[src/rtl/mb_r4_seq_td_if.sv]
// Operand/result handshake bundle for the iterative radix-4 Booth multiplier.
// The producer/consumer side uses the master modport and the multiplier uses slave.
interface mb_r4_seq_td_if #(
    parameter int WIDTH = 16
);
    logic                   in_valid;
    logic                   in_ready;
    logic                   signed_mode;
    logic [WIDTH-1:0]       mx1;
    logic [WIDTH-1:0]       my1;
    logic                   out_valid;
    logic                   out_ready;
    logic [2*WIDTH-1:0]     product1;
    logic [WIDTH-1:0]       mx_reg;
    logic [WIDTH-1:0]       my_reg;
    logic                   busy;

    modport slave (
        input  in_valid, signed_mode, mx1, my1, out_ready,
        output in_ready, out_valid, product1, mx_reg, my_reg, busy
    );

    modport master (
        output in_valid, signed_mode, mx1, my1, out_ready,
        input  in_ready, out_valid, product1, mx_reg, my_reg, busy
    );
endinterface

[src/rtl/mb_r4_seq_td.sv]
// Iterative radix-4 Booth multiplier, one Booth digit retired per clock.
// Operands are captured on the accept edge and extended by two bits (sign or zero),
// so signed and unsigned products share one datapath. The multiplicand is kept
// pre-shifted and the multiplier is shifted right two bits per step, which avoids
// a variable barrel shift in the accumulate path.
module mb_r4_seq_td #(
    parameter int WIDTH = 16
) (
    input  logic              CLK,
    input  logic              RST,
    input  logic              clr,
    mb_r4_seq_td_if.slave     bus
);
    localparam int N_DIG = WIDTH / 2 + 1;
    localparam int ACC_W = 2 * WIDTH + 4;
    localparam int CNT_W = $clog2(N_DIG);
    localparam int EXT_W = WIDTH + 2;

    typedef enum logic [1:0] {IDLE, RUN, DONE} state_t;

    state_t             state;
    state_t             state_next;
    logic [CNT_W-1:0]   cnt;
    logic [ACC_W-1:0]   acc;
    logic [ACC_W-1:0]   acc_sum;
    logic [ACC_W-1:0]   mcand;
    logic [ACC_W-1:0]   pp;
    logic [EXT_W:0]     mplr;
    logic [EXT_W-1:0]   mx_ext;
    logic [EXT_W-1:0]   my_ext;
    logic               accept;
    logic               last;

    assign accept = (state == IDLE) && bus.in_valid && !clr;
    assign last   = (state == RUN) && (cnt == CNT_W'(N_DIG - 1));

    assign bus.in_ready  = (state == IDLE);
    assign bus.busy      = (state == RUN);
    assign bus.out_valid = (state == DONE);

    // Extend the raw operands by two bits according to the requested mode.
    always_comb begin
        mx_ext = {2'b00, bus.mx1};
        my_ext = {2'b00, bus.my1};
        if (bus.signed_mode) begin
            mx_ext = {{2{bus.mx1[WIDTH-1]}}, bus.mx1};
            my_ext = {{2{bus.my1[WIDTH-1]}}, bus.my1};
        end
    end

    // Recode the current multiplier triplet into a partial product of -2..+2 times the multiplicand.
    always_comb begin
        pp = '0;
        case (mplr[2:0])
            3'b001, 3'b010: pp = mcand;
            3'b011:         pp = mcand << 1;
            3'b100:         pp = -(mcand << 1);
            3'b101, 3'b110: pp = -mcand;
            default:        pp = '0;
        endcase
        acc_sum = acc + pp;
    end

    // State register; reset drops straight back to IDLE and discards any operation.
    always_ff @(posedge CLK or negedge RST) begin
        if (!RST) begin
            state <= IDLE;
        end else begin
            state <= state_next;
        end
    end

    // Next-state logic; a flush overrides every other transition.
    always_comb begin
        state_next = state;
        if (clr) begin
            state_next = IDLE;
        end else begin
            case (state)
                IDLE:    if (bus.in_valid) state_next = RUN;
                RUN:     if (last) state_next = DONE;
                DONE:    if (bus.out_ready) state_next = IDLE;
                default: state_next = IDLE;
            endcase
        end
    end

    // Operand capture, per-digit accumulation and result load.
    always_ff @(posedge CLK or negedge RST) begin
        if (!RST) begin
            bus.product1 <= '0;
            bus.mx_reg   <= '0;
            bus.my_reg   <= '0;
            acc          <= '0;
            cnt          <= '0;
            mcand        <= '0;
            mplr         <= '0;
        end else if (clr) begin
            bus.product1 <= '0;
            bus.mx_reg   <= '0;
            bus.my_reg   <= '0;
            acc          <= '0;
            cnt          <= '0;
            mcand        <= '0;
            mplr         <= '0;
        end else if (accept) begin
            bus.mx_reg <= bus.mx1;
            bus.my_reg <= bus.my1;
            mcand      <= {{(ACC_W - EXT_W){mx_ext[EXT_W-1]}}, mx_ext};
            mplr       <= {my_ext, 1'b0};
            acc        <= '0;
            cnt        <= '0;
        end else if (state == RUN) begin
            acc   <= acc_sum;
            mcand <= mcand << 2;
            mplr  <= mplr >> 2;
            cnt   <= cnt + 1'b1;
            if (last) begin
                bus.product1 <= acc_sum[2*WIDTH-1:0];
            end
        end
    end
endmodule
[src/flat_wrapper.sv]
// flat-port wrapper written by rule: the top's interface ports become plain ports
module mb_r4_seq_td_flat 
#(
    parameter int WIDTH = 16
)
  (CLK, RST, clr, bus_in_valid, bus_signed_mode, bus_mx1, bus_my1, bus_out_ready, bus_in_ready, bus_out_valid, bus_product1, bus_mx_reg, bus_my_reg, bus_busy);
  mb_r4_seq_td_if #(.WIDTH(WIDTH)) bus_i ();
  input  logic CLK;
  input  logic RST;
  input  logic clr;
  input wire logic [$bits(bus_i.in_valid)-1:0] bus_in_valid;
  input wire logic [$bits(bus_i.signed_mode)-1:0] bus_signed_mode;
  input wire logic [$bits(bus_i.mx1)-1:0] bus_mx1;
  input wire logic [$bits(bus_i.my1)-1:0] bus_my1;
  input wire logic [$bits(bus_i.out_ready)-1:0] bus_out_ready;
  output wire logic [$bits(bus_i.in_ready)-1:0] bus_in_ready;
  output wire logic [$bits(bus_i.out_valid)-1:0] bus_out_valid;
  output wire logic [$bits(bus_i.product1)-1:0] bus_product1;
  output wire logic [$bits(bus_i.mx_reg)-1:0] bus_mx_reg;
  output wire logic [$bits(bus_i.my_reg)-1:0] bus_my_reg;
  output wire logic [$bits(bus_i.busy)-1:0] bus_busy;
  assign bus_i.in_valid = bus_in_valid;
  assign bus_i.signed_mode = bus_signed_mode;
  assign bus_i.mx1 = bus_mx1;
  assign bus_i.my1 = bus_my1;
  assign bus_i.out_ready = bus_out_ready;
  assign bus_in_ready = bus_i.in_ready;
  assign bus_out_valid = bus_i.out_valid;
  assign bus_product1 = bus_i.product1;
  assign bus_mx_reg = bus_i.mx_reg;
  assign bus_my_reg = bus_i.my_reg;
  assign bus_busy = bus_i.busy;
  mb_r4_seq_td #(.WIDTH(WIDTH)) u_core (.CLK(CLK), .RST(RST), .clr(clr), .bus(bus_i));
endmodule
[config.mk]
export PLATFORM = sky130hd
export DESIGN_NAME = mb_r4_seq_td_flat
export DESIGN_NICKNAME = d
export VERILOG_FILES = /design/src/rtl/mb_r4_seq_td_if.sv /design/src/rtl/mb_r4_seq_td.sv /design/src/flat_wrapper.sv
export SDC_FILE = /design/constraint.sdc
export NUM_CORES = 1
export LEC_CHECK = 0
export BUFFER_PORTS_ARGS = -buffer_cell sky130_fd_sc_hd__buf_2
export CAP_MARGIN = 20
export CORE_MARGIN = 3
export CORE_UTILIZATION = 60
export DETAILED_ROUTE_END_ITERATION = 10
export PLACE_DENSITY_LB_ADDON = 0.05
export SLEW_MARGIN = 20
export SYNTH_ARGS = -nofsm -noshare
export SYNTH_HDL_FRONTEND = slang
export SYNTH_SLANG_ARGS = --single-unit
[constraint.sdc]
create_clock -name CLK -period 8.9 [get_ports CLK]
set_input_delay 1.78 -clock CLK [delete_from_list [all_inputs] [get_ports CLK]]
set_output_delay 1.78 -clock CLK [all_outputs]
set_load 0.02 [all_outputs]
* Word-level counts from Yosys, hierarchy flattened
Index checks and enable logic that the tools add are counted.
Operators by class: equality and inequality tests 13, reductions and logical operators 13, $add $sub $neg 4, multiplexer cells 28
Operators with widths (number):
- $mux 36 | 6
- $pmux 36 s4 | 1
- $mux 32 | 4
- $neg 36->36 | 2
- $mux 16 | 4
- $mux 19 | 3
- $add 36x36->36 | 1
- $mux 18 | 2
- $mux 4 | 3
- $eq 3x3->1 const B | 3
- $mux 2 | 4
- $eq 3x2->1 const B | 2
- $ne 3x3->1 const B | 2
- $pmux 2 s3 | 1
- $reduce_and 3->1 | 2
- $reduce_bool 2->1 | 3
- $add 4x1->4 const B | 1
- $eq 4x4->1 const B | 1
- $reduce_or 2->1 | 2
- $eq 3x1->1 const B | 1
- $logic_and 1x1->1 | 3
- $ne 3x2->1 const B | 1
- $reduce_bool 3->1 | 1
- $eq 2x1->1 const B | 1
- other kinds (4) | 4
Storage, ports and cells: output and inout bits 67, bits of input ports 38, register bits after elaboration 161, word-level logic and storage cells 66

* Depth between registers and ports, before layout
depth in word-level cells 8, mapped depth 21, mapped depth without buffers 21

* Worst setup path before layout
No wires, ideal clock.
path kind flip-flop to flip-flop, from register u_core.mcand[0], to register u_core.acc[31], clock period less this slack 4.640 ns, required time 8.777 ns, stages on the path, launching flop included 22, data arrival time 4.517 ns, path slack 4.260 ns, path through dfrtp_1 -> inv_1 -> ha_1 -> or3b_2 -> nand4b_1 -> nor3_2 -> nand2_1 -> or3_1 -> nand2_1 -> xnor2_1 -> a221oi_1 -> a31oi_1 -> ha_1 -> a21oi_1 -> nand2_1 -> nor4_1 -> o211ai_1 -> a41oi_1 -> o21ai_0 -> a21oi_1 -> xnor2_1 -> o21ai_1
On the way: word-level cells in the longest chain between the ends 6, elaborated cells between the ends (all ways) 7, those cells by class add/sub: 3; mux: 4
RTL lines:
- from (decl) | line mb_r4_seq_td.sv:26 | logic [ACC_W-1:0] mcand;
- from (signal assigned) | line mb_r4_seq_td.sv:109 | mcand <= {{(ACC_W - EXT_W){mx_ext[EXT_W-1]}}, mx_ext};
- from (signal assigned) | line mb_r4_seq_td.sv:115 | mcand <= mcand << 2;
- $neg 36->36 (on tied branches) | line mb_r4_seq_td.sv:58, mb_r4_seq_td.sv:57
- $pmux 36 s4 * | line mb_r4_seq_td.sv:54 | case (mplr[2:0])
- $add 36x36->36 * | line mb_r4_seq_td.sv:61 | acc_sum = acc + pp;
- $mux 36 * | line mb_r4_seq_td.sv:113 | end else if (state == RUN) begin
- $mux 36 * | line mb_r4_seq_td.sv:106 | end else if (accept) begin
- $mux 36 * | line mb_r4_seq_td.sv:98 | end else if (clr) begin
- to (signal assigned) | line mb_r4_seq_td.sv:114 | acc <= acc_sum;
- to (decl) | line mb_r4_seq_td.sv:24 | logic [ACC_W-1:0] acc;
Mark *: on every way between the ends. The rest lies on a longest branch, timed or not. The select of a mux whose other input is x is not followed. A chain may end at the register's enable or synchronous reset.

* Worst setup path after layout
from register u_core.mcand[0], to register u_core.bus.product1[31]
On the way: word-level cells in the longest chain between the ends 7, elaborated cells between the ends (all ways) 8, those cells by class add/sub: 3; mux: 5
RTL lines:
- $neg 36->36 (on tied branches) | line mb_r4_seq_td.sv:58, mb_r4_seq_td.sv:57
- $pmux 36 s4 * | line mb_r4_seq_td.sv:54
- $add 36x36->36 * | line mb_r4_seq_td.sv:61
- $mux 32 * | line mb_r4_seq_td.sv:118 | if (last) begin
- $mux 32 * | line mb_r4_seq_td.sv:113
- $mux 32 * | line mb_r4_seq_td.sv:106
- $mux 32 * | line mb_r4_seq_td.sv:98
- to (signal assigned) | line mb_r4_seq_td.sv:119 | bus.product1 <= acc_sum[2*WIDTH-1:0];
- to (decl) | line mb_r4_seq_td_if.sv:20 | output in_ready, out_valid, product1, mx_reg, my_reg, busy
Marked as above.

==> results.sh <==
export IMPL_status="finished, final reports clean"
export IMPL_layout_drive_gt1_share_pct=15.6
export IMPL_syn_mean_instance_area_sq_um=8.89
export IMPL_path_class="reg2reg"
export IMPL_crit_path_start_kind="flop"
export IMPL_p_per_area_mw_per_mm2=179
export IMPL_worstPathRequired_ns=9.21
export IMPL_path_cells="inv_1 > ha_1 > or3b_2 > nand4b_1 > nor3_2 > nand2_1 > or3_1 > nand2_1 > xnor2_1 > a221oi_1 > a31oi_1 > ha_1 > a21oi_1 > nand2_1 > nor4_1 > o211ai_1 > a41oi_1 > o21ai_0 > a21oi_1 > xnor2_1 > o21ai_1"
export IMPL_antenna_found_initial=0
export IMPL_synth_enable_flop_cells=0
export IMPL_dpl_hpwl_um=16500
export IMPL_die_x_um=130
export IMPL_rsz0062_at_grt="false"
export IMPL_slew_headroom_pct=29.1
export IMPL_worstPathMaxFanout=6
export IMPL_yosysTopAreaCell="dfrtp_1"
export IMPL_viasPerCell=6.37
export IMPL_root_buffer="clkbuf_16"
export IMPL_period_share_pct=64.1
export IMPL_nNetsFinal=1171
export IMPL_clk_path_buf_depth=2
export IMPL_die_area_sq_mm=0.0169
export IMPL_slew_violations=0
export IMPL_wl_um=24200
export IMPL_grt_usage_pct=29.9
export IMPL_async_flop_share_pct=100
export IMPL_overflow=0
export IMPL_hold_path_class="reg2reg"
export IMPL_drt_iter0_drc=818
export IMPL_p_leak_uw=0.00513
export IMPL_synthCells=1041
export IMPL_cts_tree="done"
export IMPL_drc_errors=0
export IMPL_reg2reg_from="u_core.mcand[0]$_DFFE_PN0P_"
export IMPL_crit_path_end_kind="flop"
export IMPL_synth_compound_area_share_pct=27.2
export IMPL_dr_pass1_iters=9
export IMPL_synth_flop_cell="dfrtp_1"
export IMPL_die_h_um=130
export IMPL_grt_max_degree=98
export IMPL_design_power_total_uw=1860
export IMPL_fmax_ghz=0.175
export IMPL_critPathMaxStageDelay_ns=0.51
export IMPL_synthDistinctLibCells=67
export IMPL_synth_area_leaders="dfrtp_1 41%, a22o_1 6.1%, nand2_1 5.6%"
export IMPL_cts_htree_levels=4
export IMPL_core_rowCount=44
export IMPL_layout_min_cycle_time_ns=5.71
export IMPL_diodes=0
export IMPL_synthesis_nets=1114
export IMPL_setup_viol=0
export IMPL_clock_sinks=152
export IMPL_ant_nets=0
export IMPL_synth_seq_area_share_pct=41.1
export IMPL_crit_start="u_core.mcand[0]$_DFFE_PN0P_"
export IMPL_synth_most_common_cell="dfrtp_1"
export IMPL_grt_first_pass_wirelength_um=40600
export IMPL_gp_congestion=0.905
export IMPL_insertion_delay_ns=0.43
export IMPL_synth_xor_area_share_pct=6.15
export IMPL_hold_violations=0
export IMPL_path_common_cell="nand2_1"
export IMPL_synthTopCellsByCount="152 x dfrtp_1, 139 x nand2_1, 95 x a21oi_1"
export IMPL_setup_tns_ns=0
export IMPL_final_core_util_pct=70.3
export IMPL_synthAdderAreaFrac_pct=4.81
export IMPL_ys_seq_elements=152
export IMPL_numCtsBuffers=17
export IMPL_grt_pass1_vias=8040
export IMPL_yosys_area_share_simple_pct=14.6
export IMPL_vias=8251
export IMPL_core_sq_mm=0.0148
export IMPL_yosys_warnings=0
export IMPL_post_cts_resized=0
export IMPL_worstPathArrival_ns=6.01
export IMPL_reg_top3="u_core.acc: 32 flops, u_core.bus.product1: 32 flops, u_core.mcand: 32 flops"
export IMPL_start_util_pct=62.5
export IMPL_pin_count=105
export IMPL_post_synth_top_area_fraction_pct=41.1
export IMPL_portBuffers=104
export IMPL_maxCapViolations=0
export IMPL_synth_area_sq_mm=0.00925
export IMPL_slowest_stage="or3b_2"
export IMPL_areaGrowthSynthToFinish_pct=12.6
export IMPL_cts_setup_buffers=0
export IMPL_clk_pin_slew_ns=0.07
export IMPL_muxShareOfSynthArea_pct=1.12
export IMPL_vdd_drop_max_uv=149
export IMPL_fin_skew_ns=0.00737
export IMPL_wire_per_inst_um=18.7
export IMPL_holdBufCountCts=0
export IMPL_min_from="u_core.state[1]$_DFFE_PN0P_"
export IMPL_worst_pin_slew_ns=1.06
export IMPL_synth_top_family_by_area="compound AO/OA/AOI/OAI gates"
==> area by class of cell <==
class | count | area (sq um)
Timing Repair Buffer | 118 | 632
Clock inverter | 13 | 115
Inverter | 39 | 146
Tap cell | 184 | 230
Sequential cell | 152 | 3800
Multi-Input combinational cell | 770 | 5030
Clock buffer | 19 | 453
Fill cell | 1176 | 4400
==> path summary, 6_finish.rpt <==
check	end	slack, ns	cells after the start
min	u_core.state[0]$_DFFE_PN0P_	0.47	1
min reg2reg	u_core.state[0]$_DFFE_PN0P_	0.47	1
max	u_core.bus.product1[31]$_DFFE_PN0P_	3.19	21
max reg2reg	u_core.bus.product1[31]$_DFFE_PN0P_	3.19	21
max in group asynchronous	u_core.bus.product1[8]$_DFFE_PN0P_	6.20	2
min in group asynchronous	u_core.mcand[24]$_DFFE_PN0P_	1.42	1
==> worst max-delay path, delay by kind of cell (launching register included) <==
| family | cells | cell delay, ns |
|---|---|---|
| and+or+nand+nor | 8 | 2.33 |
| AOI/OAI and AO/OA | 8 | 1.80 |
| adders and majority gates | 2 | 0.65 |
| DFF | 1 | 0.42 |
| xor gates and xnor gates | 2 | 0.26 |
| buffers and inverters | 1 | 0.11 |
==> cell usage in the layout, fill, tap and decap left out, types with 13 or more instances in the layout <==
cell type,n
buf_2,103
nor2_1,63
nand2_1,139
xnor2_1,45
a31oi_1,13
o21ai_0,65
a22o_1,64
a21oi_1,94
clkbuf_16,17
buf_4,14
ha_1,34
dfrtp_1,152
a222oi_1,22
inv_1,38
a21o_1,18
xor2_1,20
==> through the flow <==
step | instance area (sq um) | hold WS, ns | setup slack [ns] | cells
global placement | 9840 | 0.452 | 3.72 | 1263
finish | 10400 | 0.469 | 3.19 | 1295
CTS | 10400 | 0.463 | 3.29 | 1295
floorplan | 9250 | 0.435 | 4.26 | 1041
global route | 10400 | 0.497 | 2.68 | 1295
detailed placement | 9840 | 0.453 | 3.43 | 1263
==> routing by layer <==
| layer | share of wire (%) | GRT usage [%] | up-vias |
|---|---|---|---|
| li1 | - | - | 3907 |
| met1 | 44 | 40.4 | 3992 |
| met2 | 48 | 49.5 | 312 |
| met3 | 6.1 | 5.53 | 40 |
| met4 | 2.0 | 8.80 | 0 |
| met5 | 0 | 0 | - |
==> power by group <==
part,switching [uW],total [uW],internal (uW)
Clock,313,693,380
Combinational,249,396,147
Sequential,45.1,771,726
==> cell families after synthesis <==
family | count (synthesis)
flip-flops | 152
adder cells (fa/ha/maj) | 35
AND/OR/NAND/NOR | 293
XOR/XNOR | 65
multiplexers | 10
AO/OA/AOI/OAI | 367
buffers and inverters | 119
Note: power is estimated with default switching activity, not from simulation.
